==> src/rtl/dma_ctrl.sv <==
// dma_ctrl: single-channel word-copy DMA engine.
//   Slave port (S_*): 16-word register window programmed by the CPU-side master.
//     0x0 SRC, 0x1 DST, 0x2 SIZE, 0x3 CTRL (wo: b0 START, b1 CLR_DONE),
//     0x4 STATUS (ro: b0 BUSY, b1 DONE, [15:8] remaining count). Reads are
//     registered: S_dout updates one edge after a read select.
//   Master port (M_*): copies SIZE words SRC->DST, three cycles per word once
//     granted. M_req is held from REQ through the last WRITE so the arbiter
//     keeps the bus locked for the whole job.
//   irq: level interrupt, mirrors DONE.
module dma_ctrl #(
  parameter int DATA_WIDTH = 32,
  parameter int ADDR_WIDTH = 8,
  parameter int CNT_WIDTH  = 8
) (
  input  logic                  clk,
  input  logic                  reset_n,
  input  logic                  S_sel,
  input  logic                  S_wr,
  input  logic [ADDR_WIDTH-1:0] S_address,
  input  logic [DATA_WIDTH-1:0] S_din,
  output logic [DATA_WIDTH-1:0] S_dout,
  output logic                  M_req,
  output logic                  M_wr,
  output logic [ADDR_WIDTH-1:0] M_address,
  output logic [DATA_WIDTH-1:0] M_dout,
  input  logic                  M_grant,
  input  logic [DATA_WIDTH-1:0] M_din,
  output logic                  irq
);

  typedef enum logic [2:0] {IDLE, REQ, READ, CAPTURE, WRITE, FINISH} state_t;

  localparam logic [3:0] OFF_SRC    = 4'h0;
  localparam logic [3:0] OFF_DST    = 4'h1;
  localparam logic [3:0] OFF_SIZE   = 4'h2;
  localparam logic [3:0] OFF_CTRL   = 4'h3;
  localparam logic [3:0] OFF_STATUS = 4'h4;

  state_t                state, state_nxt;
  logic [ADDR_WIDTH-1:0] src_reg, dst_reg, src_ptr, dst_ptr, addr_hold;
  logic [CNT_WIDTH-1:0]  size_reg, count;
  logic [DATA_WIDTH-1:0] buffer, dout_hold, rdata;
  logic                  done;

  logic [3:0] offs;
  logic       wr_en, rd_en, busy, start, clr_done, xfer;

  // Only the low nibble of the address and the low data bits are decoded.
  logic unused_bits;
  assign unused_bits = ^{S_address[ADDR_WIDTH-1:4], S_din};

  assign offs     = S_address[3:0];
  assign wr_en    = S_sel & S_wr;
  assign rd_en    = S_sel & ~S_wr;
  assign busy     = (state != IDLE);
  assign start    = wr_en && (offs == OFF_CTRL) && S_din[0] && !busy;
  assign clr_done = wr_en && (offs == OFF_CTRL) && S_din[1];
  assign xfer     = (state == WRITE) && M_grant;
  assign irq      = done;

  always_comb begin
    rdata = '0;
    case (offs)
      OFF_SRC:  rdata[ADDR_WIDTH-1:0] = src_reg;
      OFF_DST:  rdata[ADDR_WIDTH-1:0] = dst_reg;
      OFF_SIZE: rdata[CNT_WIDTH-1:0]  = size_reg;
      OFF_STATUS: begin
        rdata[0]            = busy;
        rdata[1]            = done;
        rdata[8 +: CNT_WIDTH] = count;
      end
      default: rdata = '0;
    endcase
  end

  always_ff @(posedge clk or negedge reset_n) begin
    if (!reset_n) state <= IDLE;
    else          state <= state_nxt;
  end

  // Address/data are driven only in READ/WRITE; every other state replays the
  // last driven value so the bus sees stable lines when the engine is idle.
  always_comb begin
    state_nxt = state;
    M_req     = 1'b0;
    M_wr      = 1'b0;
    M_address = addr_hold;
    M_dout    = dout_hold;
    case (state)
      IDLE:    if (start && size_reg != '0) state_nxt = REQ;
      REQ: begin
        M_req = 1'b1;
        if (M_grant) state_nxt = READ;
      end
      READ: begin
        M_req     = 1'b1;
        M_address = src_ptr;
        if (M_grant) state_nxt = CAPTURE;
      end
      CAPTURE: begin
        M_req     = 1'b1;
        // Losing the grant here means the read data is not trustworthy: reissue.
        state_nxt = M_grant ? WRITE : READ;
      end
      WRITE: begin
        M_req     = 1'b1;
        M_wr      = 1'b1;
        M_address = dst_ptr;
        M_dout    = buffer;
        if (M_grant) state_nxt = (count != CNT_WIDTH'(1)) ? READ : FINISH;
      end
      FINISH:  state_nxt = IDLE;
      default: state_nxt = IDLE;
    endcase
  end

  always_ff @(posedge clk or negedge reset_n) begin
    if (!reset_n) begin
      src_reg   <= '0;
      dst_reg   <= '0;
      size_reg  <= '0;
      count     <= '0;
      src_ptr   <= '0;
      dst_ptr   <= '0;
      buffer    <= '0;
      addr_hold <= '0;
      dout_hold <= '0;
      done      <= 1'b0;
      S_dout    <= '0;
    end else begin
      addr_hold <= M_address;
      dout_hold <= M_dout;

      // Config is frozen while busy. Writing SIZE also loads the remaining
      // count so STATUS reflects the programmed length before START.
      if (wr_en && !busy) begin
        case (offs)
          OFF_SRC:  src_reg <= S_din[ADDR_WIDTH-1:0];
          OFF_DST:  dst_reg <= S_din[ADDR_WIDTH-1:0];
          OFF_SIZE: begin
            size_reg <= S_din[CNT_WIDTH-1:0];
            count    <= S_din[CNT_WIDTH-1:0];
          end
          default: ;
        endcase
      end

      // START outranks CLR_DONE in the same write.
      if (start) begin
        if (size_reg == '0) begin
          done <= 1'b1;
        end else begin
          src_ptr <= src_reg;
          dst_ptr <= dst_reg;
          count   <= size_reg;
          done    <= 1'b0;
        end
      end else if (clr_done) begin
        done <= 1'b0;
      end

      if (state == CAPTURE && M_grant) buffer <= M_din;

      if (xfer) begin
        src_ptr <= src_ptr + 1'b1;
        dst_ptr <= dst_ptr + 1'b1;
        count   <= count - 1'b1;
      end

      if (state == FINISH) done <= 1'b1;

      if (rd_en) S_dout <= rdata;
    end
  end

endmodule
==> config.mk <==
export PLATFORM = sky130hd
export DESIGN_NAME = dma_ctrl
export DESIGN_NICKNAME = d
export VERILOG_FILES = /design/src/rtl/dma_ctrl.sv
export SDC_FILE = /design/constraint.sdc
export NUM_CORES = 1
export LEC_CHECK = 0
export CORE_MARGIN = 5
export CORE_UTILIZATION = 45
export DETAILED_ROUTE_END_ITERATION = 8
export MAX_ROUTING_LAYER = met4
export PLACE_DENSITY = 0.85
export SLEW_MARGIN = 20
export SYNTH_ARGS = -nofsm -noshare
export SYNTH_HDL_FRONTEND = slang
export SYNTH_SLANG_ARGS = --single-unit
==> constraint.sdc <==
create_clock -name clk -period 1.8 [get_ports clk]
set_input_delay 0.27 -clock clk [delete_from_list [all_inputs] [get_ports clk]]
set_output_delay 0.27 -clock clk [all_outputs]
set_load 0.01 [all_outputs]
* Word level (Yosys, flattened, before mapping)
Cells that the tools add are included.
** Operators by class
- $add $sub $neg :: 3
- Eq/ne operators :: 15
- Muxes and demuxes :: 29
- Bitwise gates (word level) :: 3
- Reduce and logical (&&, ||, !) cells :: 22
** Operator list (number)
- $mux 8 :: 12
- $mux 32 :: 1
- $mux 3 :: 6
- $pmux 6 s3 :: 1
- $add 8x1->8 const B :: 2
- $pmux 8 s2 :: 1
- $pmux 3 s5 :: 1
- $ne 2x2->1 const B :: 5
- $eq 4x2->1 const B :: 2
- $logic_and 1x1->1 :: 8
- $logic_not 8->1 :: 1
- $ne 8x1->1 const B :: 1
- $pmux 2 s4 :: 1
- $reduce_and 2->1 :: 4
- $reduce_bool 8->1 :: 1
- $sub 8x1->8 const B :: 1
- $eq 3x2->1 const B :: 2
- $eq 3x3->1 const B :: 2
- $mux 1 :: 6
- $reduce_bool 3->1 :: 2
- $eq 4x1->1 const B :: 1
- $eq 4x3->1 const B :: 1
- $logic_not 4->1 :: 1
- $reduce_and 4->1 :: 1
- 7 further kinds :: 8
** Storage, ports and cells
- Register bits after elaboration :: 140
- Input port bits :: 77
- Word-level logic and storage cells :: 84

* Longest topological paths before layout
Gate-level depths: netlist (run 1).
- Word-level depth :: 7
- Gate-level depth with buffers :: 7

* Least setup slack after synthesis (run 1)
OpenSTA, ideal clock, no wires.
- Kind :: register to output
- From :: register state[1]
- To :: output M_dout[23]
- Arrival time :: 1.652 ns
- Slack :: -0.122 ns
- Cell stages (with the launch flop) :: 7
- Buffers on the path :: 3
- Path through :: dfrtp_1 -> buf_2 -> nor2_1 -> and2_1 -> clkbuf_1 -> buf_2 -> mux2_2
** Between the ends
- Longest elaborated chain between the ends :: 2
** Ends and longest elaborated chain
- start: declaration :: line 39 : state_t state, state_nxt;
- start signal: assignment :: line 78 : else state <= state_nxt;
- $eq 3x3->1 :: line 89 : case (state)
- $mux 32 :: line 89
- end: declaration :: line 25 : output logic [DATA_WIDTH-1:0] M_dout,
No other way between the ends.

* Worst setup path in the final report (run 1)
- From :: register state[1]
- To :: output M_dout[11]
The elaborated chain is that of the path after synthesis.

==> flow_summary_export.csv, run 1 <==
group,metric,value,unit
status,status,"finished with violations",
status,violations,"negative setup slack",
global_route,grt_max_degree,55,
timing,max-slew-margin-rel,65.2,%
setup_path,end_kind,"primary output",
cts,cts_made_buffers,17,
cts,cts_sinks,140,
pwr,power_density,1610,nW/µm²
cells_and_area,largestRegisters,"buffer x32, dout_hold x32, S_dout x16",
synthesis,synth_area,6350,µm²
global_route,overflow,0,
global_route,track_usage,24.7,%
timing,finalSetupViolations,75,
synthesis,synth-seq-cells,140,
timing,clock_skew,0.0139,ns
synthesis,synth_edf_count,0,
setup_path,worst_setup_path_start_kind,"register",
synthesis,syn_area_per_cell,12.5,µm²
floorplanning,fp.dieW,129,µm
cells_and_area,area_delta_synth_final,46.8,%
setup_path,crit_required,1.53,ns
synthesis,synth-seq-area-share,55.1,%
synthesis,synthCells,508,
setup_path,worstPathMaxFanout,5,
pwr,total_power,15.0,mW
route,drt-total-wl,21700,µm
setup_path,path_cells,"nor2_4 > and2_4 > buf_12 > clkbuf_16 > mux2_4 > buf_6",
route,ant_nets,0,
global_route,grt_pass1_vias,5563,
synthesis,synthDistinctLibCells,60,
place,portBuffers,107,
run,cap_violations,0,
pwr,switchingPower,5.13,mW
floorplanning,num_io_pins,152,
route,firstDrtPassIters,6,
synthesis,yosysTopAreaCell,"dfrtp_1",
cells_and_area,drive_gt1_share,44.0,%
floorplanning,die_h,129,µm
cells_and_area,nets,781,
synthesis,ys_warn_count,0,
setup_path,critical_path_arrival,1.91,ns
timing,fmax,458,MHz
timing,finalCritPeriodShare,121,%
hold_path,hp-class,"in2async",
floorplanning,die_area,16600,µm²
route,vias_per_cell,6.09,
pwr,ir_drop,859,µV
synthesis,ys.flop_type,"dfrtp_1",
pwr,p_leak,4.30,nW
cells_and_area,antenna_cells,0,
floorplanning,num_rows,43,
timing,final.min_clock_period,2.18,ns
pwr,intPower,9.86,mW
route,wl_per_cell,24.3,µm
timing,rsz0062_at_grt,"yes",
pwr,p_seq_share,34.0,%
floorplanning,core,13900,µm²
floorplanning,initial_utilization,45.8,%
synthesis,synthTopCellsByArea,"dfrtp_1 55%, mux2_2 16%, mux2i_1 2.4%",
setup_path,slowest_delay,0.42,ns
place,gp_congestion,0.935,
route,dr.first_iter.drc_count,766,
global_route,antenna_found_initial,0,
timing,drv_slew,0,
cts,cts_tree,"yes",
cts,htreeDepth,4,
cts,cts.path.max_buffers,2,
pwr,swShare,34.2,%
place,pre_cts_slack,-0.444,ns
timing,fin_ws,-0.381,ns
route,num_vias,5439,
synthesis,yosysTopAreaCellShare,55.1,%
synthesis,synthTopCellsByCount,"140 x dfrtp_1, 91 x mux2_2, 32 x nand2_1, 25 x o21ai_0, 18 x buf_2",
timing,finalHoldViolations,0,
route,drc_errors,0,
global_route,grt_pass1_wl,30800,µm
cts,path_clk_slew,0.06,ns
cts,insertion_delay,0.43,ns
setup_path,slowest_stage,"dfrtp_2",
place,hpwl,12400,µm
pwr,clkPwrFrac,23.4,%
cts,root_buffer,"clkbuf_16",
synthesis,ys_async_sr_fraction,100,%
synthesis,synth.most_common_cell,"dfrtp_1",
timing,tightest_slew,0.522,ns
pwr,power_frac_comb,42.5,%
setup_path,worstSetupPathType,"reg2out",
## power by group through the flow
| stage | registers, mW | clock network (mW) | logic (mW) |
|---|---|---|---|
| 2_1_floorplan | 4.77 | 0 | 2.61 |
| 3_3_place_gp | 4.87 | 0 | 4.68 |
| 3_5_place_dp | 4.98 | 0 | 4.87 |
| 4_1_cts | 4.98 | 3.47 | 5.67 |
| 5_1_grt | 5.20 | 3.67 | 6.72 |
| 6_report | 5.10 | 3.51 | 6.37 |
## worst paths after layout
kind                                    from           end  slack, ns  cells after the start
worst min-delay path                 reset_n     S_dout[2]       0.36                      2
worst max-delay path                state[1]    M_dout[11]      -0.38                      6
max in group asynchronous            reset_n    dst_reg[7]       0.74                      3
worst max register to register      state[1]    src_ptr[4]      -0.19                      8
min in group clk                   M_din[24]    buffer[24]       0.46                      2
worst min register to register  addr_hold[7]  addr_hold[7]       0.48                      2
## metal layers
| metal | track usage, % | share of wire, % | up-vias |
|---|---|---|---|
| met5 | - | 0 | - |
| met4 | 11.8 | 6.1 | 0 |
| met3 | 4.19 | 7.6 | 132 |
| met2 | 40.6 | 50 | 384 |
| met1 | 29.6 | 36 | 2703 |
| li1 | - | - | 2220 |
## layout make-up
| class | instances | area (µm²) |
|---|---|---|
| flip-flops and latches | 140 | 3510 |
| clock buffers | 19 | 443 |
| fillers | 852 | 4550 |
| multi-input cells | 329 | 2980 |
| inverters | 8 | 30.0 |
| clock inverters | 13 | 139 |
| repair buffers | 204 | 2010 |
| well taps | 180 | 225 |
## worst max-delay path, delay by kind of cell, from the launching register on
kind	cells	cell delay, ns
mux	1	0.32
flops	1	0.42
buf+inv	3	0.41
simple gates	2	0.33
## logic make-up (layout without fill, tap and decap cells)
kind of cell             count (synthesis)  after routing  share of synthesized area, %
multiplexers                           106            106                          18.5
AND/OR/NAND/NOR                        101            101                          8.98
adder cells (fa/ha/maj)                  4              4                         0.788
XOR/XNOR                                 4              4                         0.551
buffers and inverters                   54            244                          4.61
flip-flops                             140            140                          55.1
other                                    1             16                        0.0590
AO/OA/AOI/OAI                           98             98                          11.4
## cell usage in the layout, fill, tap and decap left out, types with 3 or more instances in the layout
cell type / count
a221o_1: 6
nand2b_1: 3
clkbuf_16: 18
conb_1: 16
o21ai_0: 12
mux2_2: 59
nand2_1: 29
inv_6: 4
o32ai_2: 3
and2_1: 4
a22o_1: 13
a21oi_1: 10
inv_1: 8
or3_1: 4
a22oi_1: 9
mux2_4: 32
clkdlybuf4s50_1: 64
buf_2: 6
o21ai_1: 6
clkinv_2: 4
mux2i_1: 14
buf_4: 69
and3_1: 4
dfrtp_1: 138
buf_6: 55
buf_12: 6
o21ai_2: 7
nand4_1: 5
o221a_2: 5
ha_1: 4
nand3_1: 8
nor2_1: 11
## stage by stage
| stage | hold slack (ns) | TNS [ns] | utilization, % | cell area (µm²) | cells |
|---|---|---|---|---|---|
| 4_1_cts | 0.387 | -11.78 | 65.2 | 9050 | 883 |
| 6_report | 0.363 | -14.44 | 67.2 | 9330 | 893 |
| 3_5_place_dp | 0.264 | -20.30 | 57.6 | 8000 | 828 |
| 5_1_grt | 0.430 | -18.88 | 67.2 | 9330 | 893 |
| 2_1_floorplan | -0.0256 | 0 | - | 6420 | 523 |
| 3_3_place_gp | 0.252 | -17.39 | 57.6 | 8000 | 828 |
## what timing repair did
| item | CTS | global route |
|---|---|---|
| hold endpoints to repair | 49 | 0 |
| gates resized for setup | 273 | 61 |
| setup endpoints to repair | 57 | 89 |
| buffers inserted | 19 | 11 |
| pin swaps | 8 | 12 |
| cloned | 3 | 1 |
| hold buffers | 1 | 0 |
(Power assumes the default switching activity.)
==> run 2: changes to the inputs <==
--- a/config.mk
+++ b/config.mk
@@ -6,7 +6,7 @@
 export NUM_CORES = 1
 export LEC_CHECK = 0
 export CORE_MARGIN = 5
-export CORE_UTILIZATION = 45
+export CORE_UTILIZATION = 47
 export DETAILED_ROUTE_END_ITERATION = 8
 export MAX_ROUTING_LAYER = met4
 export PLACE_DENSITY = 0.85
==> constraint.sdc (replaced) <==
create_clock -name clk -period 2.7 [get_ports clk]
set_input_delay 0.405 -clock clk [delete_from_list [all_inputs] [get_ports clk]]
set_output_delay 0.405 -clock clk [all_outputs]
set_load 0.01 [all_outputs]
==> flow_summary_export.csv, run 2 (synthesized netlist as in run 1, its figures left out) <==
group,metric,value,unit
route,ant_nets,0,
cells_and_area,drive_gt1_share,26.2,%
global_route,overflow,0,
cts,htreeDepth,4,
route,drt-total-wl,15400,µm
timing,finalHoldViolations,0,
cells_and_area,antenna_cells,0,
setup_path,slowest_delay,0.50,ns
floorplanning,num_io_pins,152,
setup_path,path_cells,"nor2_4 > and2_4 > buf_12 > mux2_2 > clkdlybuf4s50_1",
setup_path,worstPathMaxFanout,17,
global_route,track_usage,20.5,%
place,gp_congestion,0.880,
cells_and_area,largestRegisters,"buffer x32, dout_hold x32, S_dout x16",
setup_path,worstSetupPathType,"reg2out",
timing,fin_ws,0.0771,ns
pwr,power_density,1020,nW/µm²
cells_and_area,area_delta_synth_final,31.3,%
setup_path,path_buf_inv,2,
cts,cts_tree,"yes",
timing,whs,0.484,ns
floorplanning,core,13200,µm²
route,num_vias,4548,
timing,fmax,381,MHz
timing,drv_slew,0,
global_route,grt_pass1_wl,25200,µm
place,hpwl,10700,µm
status,status,"finished clean",
setup_path,slowest_stage,"clkdlybuf4s50_1",
cts,root_buffer,"clkbuf_16",
setup_path,worst_setup_path_start_kind,"register",
floorplanning,initial_utilization,48.0,%
global_route,grt_pass1_vias,4960,
timing,rsz0062_at_grt,"no",
floorplanning,num_rows,42,
floorplanning,fp.dieW,126,µm
route,dr.first_iter.drc_count,243,
cts,path_clk_slew,0.06,ns
setup_path,critPathTopFamily,"buffers and inverters",
place,placed_cell_area,7660,µm²
cells_and_area,mostFrequentLayoutCell,"dfrtp_1",
floorplanning,die_h,126,µm
pwr,ir_drop,674,µV
timing,finalCritPeriodShare,97.1,%
place,portBuffers,107,
timing,finalSetupViolations,0,
place,pre_cts_slack,0.346,ns
global_route,grt_max_degree,68,
cts,cts_made_buffers,17,
setup_path,end_kind,"primary output",
cells_and_area,nets,710,
route,wl_per_cell,18.8,µm
cells_and_area,design_area,8350,µm²
cts,cts.path.max_buffers,2,
hold_path,hp-class,"reg2reg",
cts,post_cts_buffers,0,
setup_path,crit_required,2.30,ns
route,vias_per_cell,5.56,
route,drc_errors,0,
cts,insertion_delay,0.42,ns
timing,final.min_clock_period,2.62,ns
timing,tightest_slew,0.528,ns
floorplanning,die_area,15900,µm²
cts,cts_sinks,140,
cells_and_area,mostFrequentLayoutCells,"138 x dfrtp_1, 91 x mux2_2, 76 x clkdlybuf4s50_1",
timing,max-slew-margin-rel,64.7,%
global_route,antenna_found_initial,0,
timing,clock_skew,0.00848,ns
pwr,p_leak,3.94,nW
cells_and_area,final_util,63.0,%
timing,setup_tns,0,ns
route,firstDrtPassIters,4,
run,cap_violations,0,
setup_path,critical_path_arrival,2.22,ns
-- run 2: area by class of cell --
| type | count | area [µm²] |
|---|---|---|
| Clock buffer | 18 | 439 |
| Inverter | 8 | 30.0 |
| Timing Repair Buffer | 133 | 1350 |
| Clock inverter | 14 | 168 |
| Multi-Input combinational cell | 329 | 2630 |
| Fill cell | 988 | 4900 |
| Tap cell | 176 | 220 |
| Sequential cell | 140 | 3510 |
-- run 2: worst reg2reg max path, cell delays in order (launching register included) --
cell,delay [ns]
dfrtp_1,0.41
buf_4,0.21
nor3_4,0.31
nand3_1,0.26
o21ai_2,0.52
o221ai_1,0.22
-- run 2: timing repair --
action	in CTS	in global routing
gates cloned	1	0
resized for setup	19	23
hold endpoints to repair	48	0
setup endpoints to repair	33	25
hold buffers	1	0
pin swaps	0	0
-- run 2: power breakdown --
group | switching (mW) | total [mW] | internal, mW
clock network | 0.904 | 2.38 | 1.48
registers | 0.511 | 3.36 | 2.85
logic | 1.28 | 2.79 | 1.51
total | 2.69 | 8.53 | 5.84
-- run 2: final timing paths --
path | from | end | slack [ns] | cells after the start
worst max-delay path | state[1] | M_dout[9] | 0.08 | 5
worst min-delay path | S_dout[0] | S_dout[0] | 0.48 | 2
worst max register to register | state[0] | count[1] | 0.61 | 5
worst min register to register | S_dout[0] | S_dout[0] | 0.48 | 2
max in group asynchronous | reset_n | state[2] | 1.45 | 3
min in group asynchronous | reset_n | dout_hold[20] | 0.49 | 2
-- run 2: layer usage --
metal  track usage (%)  vias up  wire [µm]
met1              24.2     2279       6440
li1                  -     2077          -
met2              33.6      168       7760
met4              7.63        0        226
met3              5.72       24        982
met5                 -        -          0
-- run 2: per-stage QoR --
stage	instances	total power, mW
after global routing	818	9.01
after CTS	818	8.62
after global placement	784	6.07
final	818	8.53
after detailed placement	784	6.23
after floorplan	523	4.91
